## config.mk

```make
export PLATFORM = sky130hd
export DESIGN_NAME = systolic_feeder
export DESIGN_NICKNAME = d
export VERILOG_FILES = /design/src/rtl/systolic_pkg.sv /design/src/rtl/systolic_feeder.sv
export SDC_FILE = /design/constraint.sdc
export NUM_CORES = 1
export LEC_CHECK = 0
export CAP_MARGIN = 20
export CORE_MARGIN = 2
export CORE_UTILIZATION = 46
export CTS_CLUSTER_DIAMETER = 60
export DETAILED_ROUTE_END_ITERATION = 10
export PLACE_DENSITY = 0.77
export RECOVER_POWER = 100
export SYNTH_ARGS = -nofsm -noshare
export SYNTH_HDL_FRONTEND = slang
export SYNTH_SLANG_ARGS = --single-unit
```

## constraint.sdc

```tcl
create_clock -name clk -period 8.42 [get_ports clk]
set_input_delay 1.684 -clock clk [delete_from_list [all_inputs] [get_ports clk]]
set_output_delay 1.684 -clock clk [all_outputs]
set_load 0.005 [all_outputs]
```

## src/rtl/systolic_pkg.sv

```systemverilog
// systolic_pkg: array dimensions and feeder state encoding
// shared by the feeder and the systolic array.
package systolic_pkg;

  localparam int N      = 4;
  localparam int DATA_W = 8;
  localparam int ACC_W  = 16;

  typedef enum logic [1:0] {
    IDLE,
    FEED,
    DRAIN,
    DONE
  } state_e;

endpackage

```

## src/rtl/systolic_feeder.sv

```systemverilog
// systolic_feeder: buffers an A/B matrix pair and streams it into
// the array with a one-cycle-per-lane skew, then drains with zeros.
module systolic_feeder #(
  parameter int N         = 4,
  parameter int DATA_W    = 8,
  parameter int DRAIN_CYC = 3*N
) (
  input  logic                           clk,
  input  logic                           rst,
  input  logic                           in_valid,
  output logic                           in_ready,
  input  logic [N-1:0][N-1:0][DATA_W-1:0] a_mat,
  input  logic [N-1:0][N-1:0][DATA_W-1:0] b_mat,
  output logic [N-1:0][DATA_W-1:0]       a_out,
  output logic [N-1:0][DATA_W-1:0]       b_out,
  output logic                           busy,
  output logic                           done
);
  import systolic_pkg::*;

  localparam int FEED_LAST = 2*N - 2;
  localparam int DONE_AT   = FEED_LAST + DRAIN_CYC;
  localparam int CW = $clog2(2*N - 1 + DRAIN_CYC + 1);
  localparam int IW = (N > 1) ? $clog2(N) : 1;

  state_e state_q, state_d;
  logic [CW-1:0] t_q, t_d;
  logic [N-1:0][N-1:0][DATA_W-1:0] abuf_q;
  logic [N-1:0][N-1:0][DATA_W-1:0] bbuf_q;
  logic accept;
  logic feeding;

  assign in_ready = (state_q == IDLE);
  assign busy     = (state_q == FEED) || (state_q == DRAIN);
  assign done     = (state_q == DONE);
  assign feeding  = (state_q == FEED);
  assign accept   = in_valid && in_ready;

  // t keeps counting through DRAIN so one counter times both phases
  always_comb begin
    state_d = state_q;
    t_d     = t_q;
    unique case (state_q)
      IDLE: begin
        if (accept) begin
          state_d = FEED;
          t_d     = '0;
        end
      end
      FEED: begin
        t_d = t_q + CW'(1);
        if (t_q == CW'(FEED_LAST)) begin
          state_d = (DRAIN_CYC == 0) ? DONE : DRAIN;
        end
      end
      DRAIN: begin
        t_d = t_q + CW'(1);
        if (t_q == CW'(DONE_AT)) begin
          state_d = DONE;
        end
      end
      DONE: begin
        state_d = IDLE;
        t_d     = '0;
      end
    endcase
  end

  always_ff @(posedge clk or negedge rst) begin
    if (!rst) begin
      state_q <= IDLE;
      t_q     <= '0;
    end else begin
      state_q <= state_d;
      t_q     <= t_d;
    end
  end

  always_ff @(posedge clk) begin
    if (accept) begin
      abuf_q <= a_mat;
      bbuf_q <= b_mat;
    end
  end

  // lane i shows element k = t-i: A row i column k, B row k column i
  for (genvar i = 0; i < N; i++) begin : g_lane
    logic [CW-1:0] k;
    logic          hit;
    assign k   = t_q - CW'(i);
    assign hit = feeding && (t_q >= CW'(i)) && (k < CW'(N));
    assign a_out[i] = hit ? abuf_q[i][k[IW-1:0]] : '0;
    assign b_out[i] = hit ? bbuf_q[k[IW-1:0]][i] : '0;
  end

endmodule

```

Word level (Yosys, flattened, before mapping)
Cells that the tools add are included.
Storage, ports and cells
  register bits: 263
Operators by class
  reduce and logical (&&, ||, !) cells: 13
  equality and inequality tests: 8
  $lt $le $gt $ge: 12
  add/subtract/negate cells: 4
  multiplexer cells: 30
Operators by type and width (number)
  32-bit binary-select mux with 2-bit select: 4
  8-bit two-way mux: 13
  8-bit binary-select mux with 2-bit select: 4
  32-bit two-way mux: 1
  24-bit two-way mux: 1
  5-bit by 3-bit less-than comparator with 1-bit output, second input constant: 4
  16-bit two-way mux: 1
  5-bit one-hot mux with 3 select lines: 1
  2-bit by 3-bit less-than comparator with 1-bit output, second input constant: 4
  5-bit by 1-bit >= comparator with 1-bit output, second input constant: 2
  5-bit by 2-bit >= comparator with 1-bit output, second input constant: 2
  5-bit by 2-bit subtractor with 5-bit output, second input constant: 2
  1-bit logical AND: 9
  2-bit one-hot mux with 4 select lines: 1
  2-bit two-way mux: 3
  2-bit by 1-bit != test with 1-bit output, second input constant: 3
  5-bit by 1-bit adder with 5-bit output, second input constant: 1
  5-bit by 3-bit == test with 1-bit output, second input constant: 1
  5-bit == test, second input constant: 1
  5-bit two-way mux: 1
  5-bit by 1-bit subtractor with 5-bit output, second input constant: 1
  2-bit == test, second input constant: 2
  3-bit AND reduction: 1
  2-bit by 1-bit == test with 1-bit output, second input constant: 1
  other kinds (3): 3

Logic depth before layout (Yosys ltp)
Gate-level depths: netlist of run 1.
  word-level depth: 4
  gate-level depth with buffers: 9
  depth with buffers taken out: 6

Worst setup path before layout of run 1
OpenSTA, ideal clock, no wires.
  path type: input port to flip-flop
  start point: input in_valid
  end point: register abuf_q[0] (netlist bit), enable pin
  arrival time: 7.433 ns
  slack: 0.339 ns
  cell stages on the path: 1
  library setup time: 0.648 ns
  data required time: 7.772 ns
  cell sequence: and2_1
Between the ends
  cells in the longest elaborated chain, start to end: 1
Ends and longest elaborated chain
  start: declaration: RTL line systolic_feeder.sv:10  | input logic in_valid,
  1-bit logical AND: RTL line systolic_feeder.sv:37  | assign accept = in_valid && in_ready;
  end signal: assignment: RTL line systolic_feeder.sv:81  | abuf_q <= a_mat;
  end: declaration: RTL line systolic_feeder.sv:28  | logic [N-1:0][N-1:0][DATA_W-1:0] abuf_q;
Every way passes these cells.
A chain may end at the register's enable or synchronous reset.

==> out/metrics.cfg, run 1 <==
[critical_path]
crit_path_max_fanout = 40
r2r-start = state_q[0]
crit_path_start_kind = flop
reg2reg_setup_slack_ns = 2.84
r2r_cells = 4
required_ns = 6.74
worstPathArrival_ns = 5.29
reg2reg_to = abuf_q[58]
critPathKind = flop to output pin
end_kind = output pin

[hold_path]
min_path_cells = 1
hp-start = state_q[1]
hold_path_end = state_q[1]
hold_path_class = flop to flop

[synthesis]
yosys_warnings = 0
yosysTopAreaCell = edfxtp_1
syn_area_um2 = 10300
synth.area.top_cells = edfxtp_1 (75%), mux4_2 (14%), nor2b_1 (2.7%), dfrtp_1 (1.7%), ha_1 (1.3%)
synth-seq-cells = 263
syn_inst = 474
synth_area_per_cell_um2 = 21.7
ys_seq_area_share_pct = 76.5
synth_cell_types = 37
syn-num-nets = 744
netlist.area_leader.share_pct = 74.8

[sta]
clock_skew_ns = 0.0121
final_max_slew_viol_count = 271
whs_ns = 0.581
rsz0062_at_grt = false
finalSetupTns_ns = 0
setup_viol = 0
tightest_slew_ns = 5.14
fin_ws_ns = 1.44
finalCriticalPeriod_ns = 6.98
layout_worst_path_cycle_share_pct = 82.9
hold_violations = 0
clock.fmax_mhz = 143
slew_headroom_pct = -243

[cts]
root_buffer = clkbuf_16
clkTransAtPathRegs_ns = 0.06
cts_resized = 0
hold_buffers = 0
worstSkewPairLatency_ns = 0.55
cts_max_level = 1
clk_path_buf_depth = 3
cts.sinks = 263
cts_tree = yes
cts_made_buffers = 29
postCtsSetupBuffers = 0

[floorplanning]
die_width_um = 153
start_util_pct = 46.9
pin_count = 326
core_area_um2 = 21900
die_y_um = 153
row_count = 54
die_area_um2 = 23600

[detailed_routing]
vias = 5882
finalWirelength_mm = 24.5
wl_per_cell_um = 21.9
via_per_inst = 5.25
dr.pass1.iters = 4
antenna_left = 0
drt_iter0_drc = 354
drc_errors = 0

[place]
routabilityCongestion = 0.814
place_ws_ns = 3.19
post_dp_cell_area_um2 = 13800
place_inst = 1059
dp_hpwl_mm = 16.8
port_buffers = 325

[grt]
grt_max_degree = 120
first_global_vias = 6617
antenna_found_initial = 8
grtUsageTotal_pct = 20.3
grt_overflow = 0
grt_pass1_wl_mm = 36.7

[run_status]
violations = max-capacitance violations, max-slew violations
status = complete, but fails checks

[final_layout]
fillCellCount = 1456
layout_common_cells = dlygate4sd3_1 (310), edfxtp_1 (256), mux4_2 (64), nor2b_1 (45), clkbuf_16 (29)
post-route-util_pct = 67.4
drive_above_1_share_pct = 13.8
layout_commonest_cell = dlygate4sd3_1
syn_to_final_growth_pct = 43.6
fin_area_um2 = 14800
fin_cells = 1120
nNetsFinal = 1081

[power]
leakagePower_nw = 5.16
power_mw = 4.20
irDropWorstVdd_mv = 0.202
powerDensity_nw_per_um2 = 285

[job]
cap_violations = 4

[routing by layer]
metal	GRT usage (%)	wire length [um]	up-vias	share of wire, %
met3	5.61	1800	47	7.3
met2	37.3	13100	270	53
met5	0	27	-	0.11
met1	23.3	8970	2956	37
li1	-	-	2605	-
met4	5.94	626	4	2.6
[registers in the layout, summed over array words and instances (netlist names)]
name / flops
abuf_q: 128
bbuf_q: 128
state_q: 2
t_q: 5
[cell families after synthesis]
group | Yosys count | share of synthesized area (%)
AO/OA/AOI/OAI | 15 | 1.10
multiplexers | 65 | 14.1
flip-flops | 263 | 76.5
buffers and inverters | 33 | 1.67
adder cells (fa/ha/maj) | 11 | 1.34
XOR/XNOR | 3 | 0.256
AND/OR/NAND/NOR | 84 | 4.99
[how the worst max path moves through the flow]
stage                from   endpoint  cells past startpoint
5_1_grt            t_q[1]  b_out[15]                      5
2_1_floorplan    in_valid  abuf_q[0]                      1
4_1_cts            t_q[1]  b_out[15]                      5
3_3_place_gp   state_q[1]  b_out[15]                      6
3_5_place_dp       t_q[1]  b_out[15]                      5
6_report           t_q[1]  b_out[15]                      5
[Yosys cell counts, drive strengths merged]
cell and count:
mux4 64, nand2 7, edfxtp 256, nor2 1
o41a 1, and2b 5, a21boi 1, nand3 3
dfrtp 7, a21o 2, o21ai 2, buf 14
a22o 1, nor3 3, and3 16, a31oi 1
xnor2 3, o22ai 1, a41oi 1, nand3b 1
o31ai 1, nor2b 45, a21oi 1, nand2b 1
ha 11, o32a 1, nor4b 1, clkbuf 11
o41ai 1, inv 8, mux2 1, o21a 1
and2 1
[power breakdown]
group,internal [mW],switching [mW]
logic,0.596,0.470
clock network,0.729,0.511
registers,1.77,0.129
[final cells by class]
class / count / area (um^2) / share of cell area, %
tap: 280 / 350 / 2.37
clock buffer: 34 / 744 / 5.05
antenna: 6 / 15.0 / 0.102
timing repair buffer: 331 / 3300 / 22.4
multi-input combinational: 178 / 2240 / 15.2
sequential: 263 / 7870 / 53.3
inverter: 8 / 30.0 / 0.204
clock inverter: 20 / 203 / 1.37
[critical path, cell delays in order (launching register included)]
cell	delay [ns]
dfrtp_1	1.64
inv_1	0.28
ha_1	1.60
mux4_2	0.44
nor2b_1	0.22
clkdlybuf4s50_1	0.56
No activity file was read; power rests on OpenSTA's default activity.
==> run 2, diff against run 1 <==
==> constraint.sdc (replaced) <==
create_clock -name clk -period 7.3 [get_ports clk]
set_input_delay 1.46 -clock clk [delete_from_list [all_inputs] [get_ports clk]]
set_output_delay 1.46 -clock clk [all_outputs]
set_load 0.005 [all_outputs]
==> run 2 against run 1 <==
Net effect: the run still ends with max-capacitance violations, max-slew violations left; non-clock buffer count rose by 1; critical endpoint is now a_out[15]; global-route usage fell by 0.25 points; setup slack got worse by 0.12 ns; via count fell by 1.8%; combinational power rose by 13%; sequential cell count did not move; sequential share of layout area rose by 0.24 points; register-to-register slack got worse by 0.72 ns; hold slack got worse by 0.017 ns; total power rose by 11%.
==> out/metrics.cfg, run 2 (synthesis gave the netlist of run 1 again) <==
[place]
routabilityCongestion = 0.791  ; -2.9%
port_buffers = 325  ; unchanged
dp_hpwl_mm = 16.8  ; +0.20%

[sta]
clock.fmax_mhz = 167
whs_ns = 0.564  ; -0.0171 ns
final_max_slew_viol_count = 175  ; -35%
hold_violations = 0  ; unchanged
slew_headroom_pct = -84.5  ; +160 points
layout_worst_path_cycle_share_pct = 81.9
tightest_slew_ns = 2.77  ; -2.37 ns
finalSetupTns_ns = 0  ; unchanged
clock_skew_ns = 0.00880  ; -0.00330 ns
rsz0062_at_grt = false
finalCriticalPeriod_ns = 5.98
setup_viol = 0  ; unchanged

[cts]
cts_made_buffers = 28  ; -3.4%
postCtsSetupBuffers = 0  ; unchanged
worstSkewPairLatency_ns = 0.53  ; -0.02 ns
cts_max_level = 1  ; unchanged
cts_resized = 0  ; unchanged
clk_path_buf_depth = 3  ; unchanged
cts_tree = yes
hold_buffers = 0  ; unchanged
clkTransAtPathRegs_ns = 0.05  ; about the same
root_buffer = clkbuf_16
cts.sinks = 263  ; unchanged

[grt]
first_global_vias = 6411  ; -3.1%
antenna_found_initial = 9  ; +1
grt_max_degree = 121  ; +0.83%
grt_pass1_wl_mm = 36.1  ; -1.7%
grt_overflow = 0  ; unchanged
grtUsageTotal_pct = 20.1  ; -0.25 points

[final_layout]
regArea_um2 = 7870  ; about the same
layout_common_cells = dlygate4sd3_1 (324), edfxtp_1 (256), mux4_2 (64), nor2b_1 (45), clkbuf_16 (29)
layout_commonest_cell = dlygate4sd3_1
syn_to_final_growth_pct = 42.9
fillCellCount = 1470  ; +0.96%
post-route-util_pct = 67.1  ; -0.30 points
largestRegisters = abuf_q (128), bbuf_q (128), t_q (5)
multi_input_area_um2 = 2240  ; unchanged
drive_above_1_share_pct = 13.9  ; +0.15 points
nNetsFinal = 1081  ; unchanged

[critical_path]
end_kind = output pin
critPathKind = flop to output pin
crit_path_start_kind = flop
required_ns = 5.84  ; -0.90 ns
crit_path_max_fanout = 40  ; unchanged
worstPathArrival_ns = 4.52  ; -0.77 ns

[floorplanning]
pin_count = 326  ; unchanged
die_width_um = 153  ; unchanged
die_y_um = 153  ; unchanged
start_util_pct = 46.9  ; unchanged
row_count = 54  ; unchanged
core_area_um2 = 21900  ; unchanged
die_area_um2 = 23600  ; unchanged

[detailed_routing]
finalWirelength_mm = 23.7  ; -3.2%
via_per_inst = 5.16  ; -1.8%
drt_iter0_drc = 370  ; +4.5%
vias = 5778  ; -1.8%
drc_errors = 0  ; unchanged
dr.pass1.iters = 4  ; unchanged
wl_per_cell_um = 21.2  ; -3.2%
antenna_left = 0  ; unchanged

[hold_path]
hold_path_class = flop to flop

[job]
cap_violations = 4  ; unchanged

[run_status]
violations = max-capacitance violations, max-slew violations
status = complete, but fails checks

[power]
powerDensity_nw_per_um2 = 318  ; +12%
leakagePower_nw = 5.19  ; +0.58%
irDropWorstVdd_mv = 0.224  ; +11%

run 2: cell types whose count changed in the layout (fill, tap and decap cells not counted), sizes merged:
| cell | before | now |
|---|---|---|
| clkdlybuf4s50 | 15 | 1 |
| dlygate4sd3 | 310 | 324 |
| clkinv | 10 | 19 |
| clkinvlp | 6 | 0 |
| bufinv | 3 | 1 |
| diode | 6 | 8 |
| clkbuf | 35 | 34 |
| dlymetal6s2s | 1 | 0 |
| inv | 9 | 8 |
run 2: stage by stage:
step                setup slack, ns  instance area (um^2)  cells  power, mW
finish                         1.32                 14700   1120       4.68
global route                  0.948                 14700   1118       4.90
CTS                            1.69                 14700   1111       4.77
detailed placement             2.28                 13800   1060       3.45
global placement               2.18                 13800   1059       3.38
floorplan                      2.24                 10300    474       2.98
run 2: final cells by class:
| class | count | area share [%] |
|---|---|---|
| sequential | 263 | 53.6 |
| timing repair buffer | 332 | 22.6 |
| multi-input combinational | 178 | 15.3 |
| clock buffer | 31 | 4.99 |
| tap | 280 | 2.39 |
| clock inverter | 20 | 0.852 |
| inverter | 8 | 0.204 |
| antenna | 8 | 0.136 |
run 2: worst max-delay path, cell delays in order, from the launching register on:
cell	delay, ns
dfrtp_2	1.07
inv_1	0.22
ha_1	1.45
mux4_2	0.44
nor2b_1	0.19
dlygate4sd3_1	0.61
run 2: metal layers:
layer | vias up | routed length, um | track usage [%]
li1 | 2620 | - | -
met1 | 2881 | 8820 | 23.8
met2 | 228 | 12700 | 36.2
met3 | 43 | 1780 | 5.30
met4 | 6 | 388 | 5.77
met5 | - | 38 | 0
run 2: worst paths after layout:
kind / from / to / slack (ns) / cells past startpoint
worst max register to register: state_q[0] / bbuf_q[19] / 2.12 / 4
min in group asynchronous: rst / t_q[2] / 1.28 / 1
worst max-delay path: t_q[1] / a_out[15] / 1.32 / 5
worst min register to register: state_q[1] / state_q[1] / 0.56 / 1
max in group asynchronous: rst / t_q[0] / 5.74 / 1
worst min-delay path: state_q[1] / state_q[1] / 0.56 / 1
run 2: where the power goes:
group | total [mW] | internal (mW) | switching [mW]
registers | 2.16 | 2.02 | 0.144
clock network | 1.31 | 0.755 | 0.558
logic | 1.21 | 0.681 | 0.524
total | 4.68 | 3.45 | 1.23
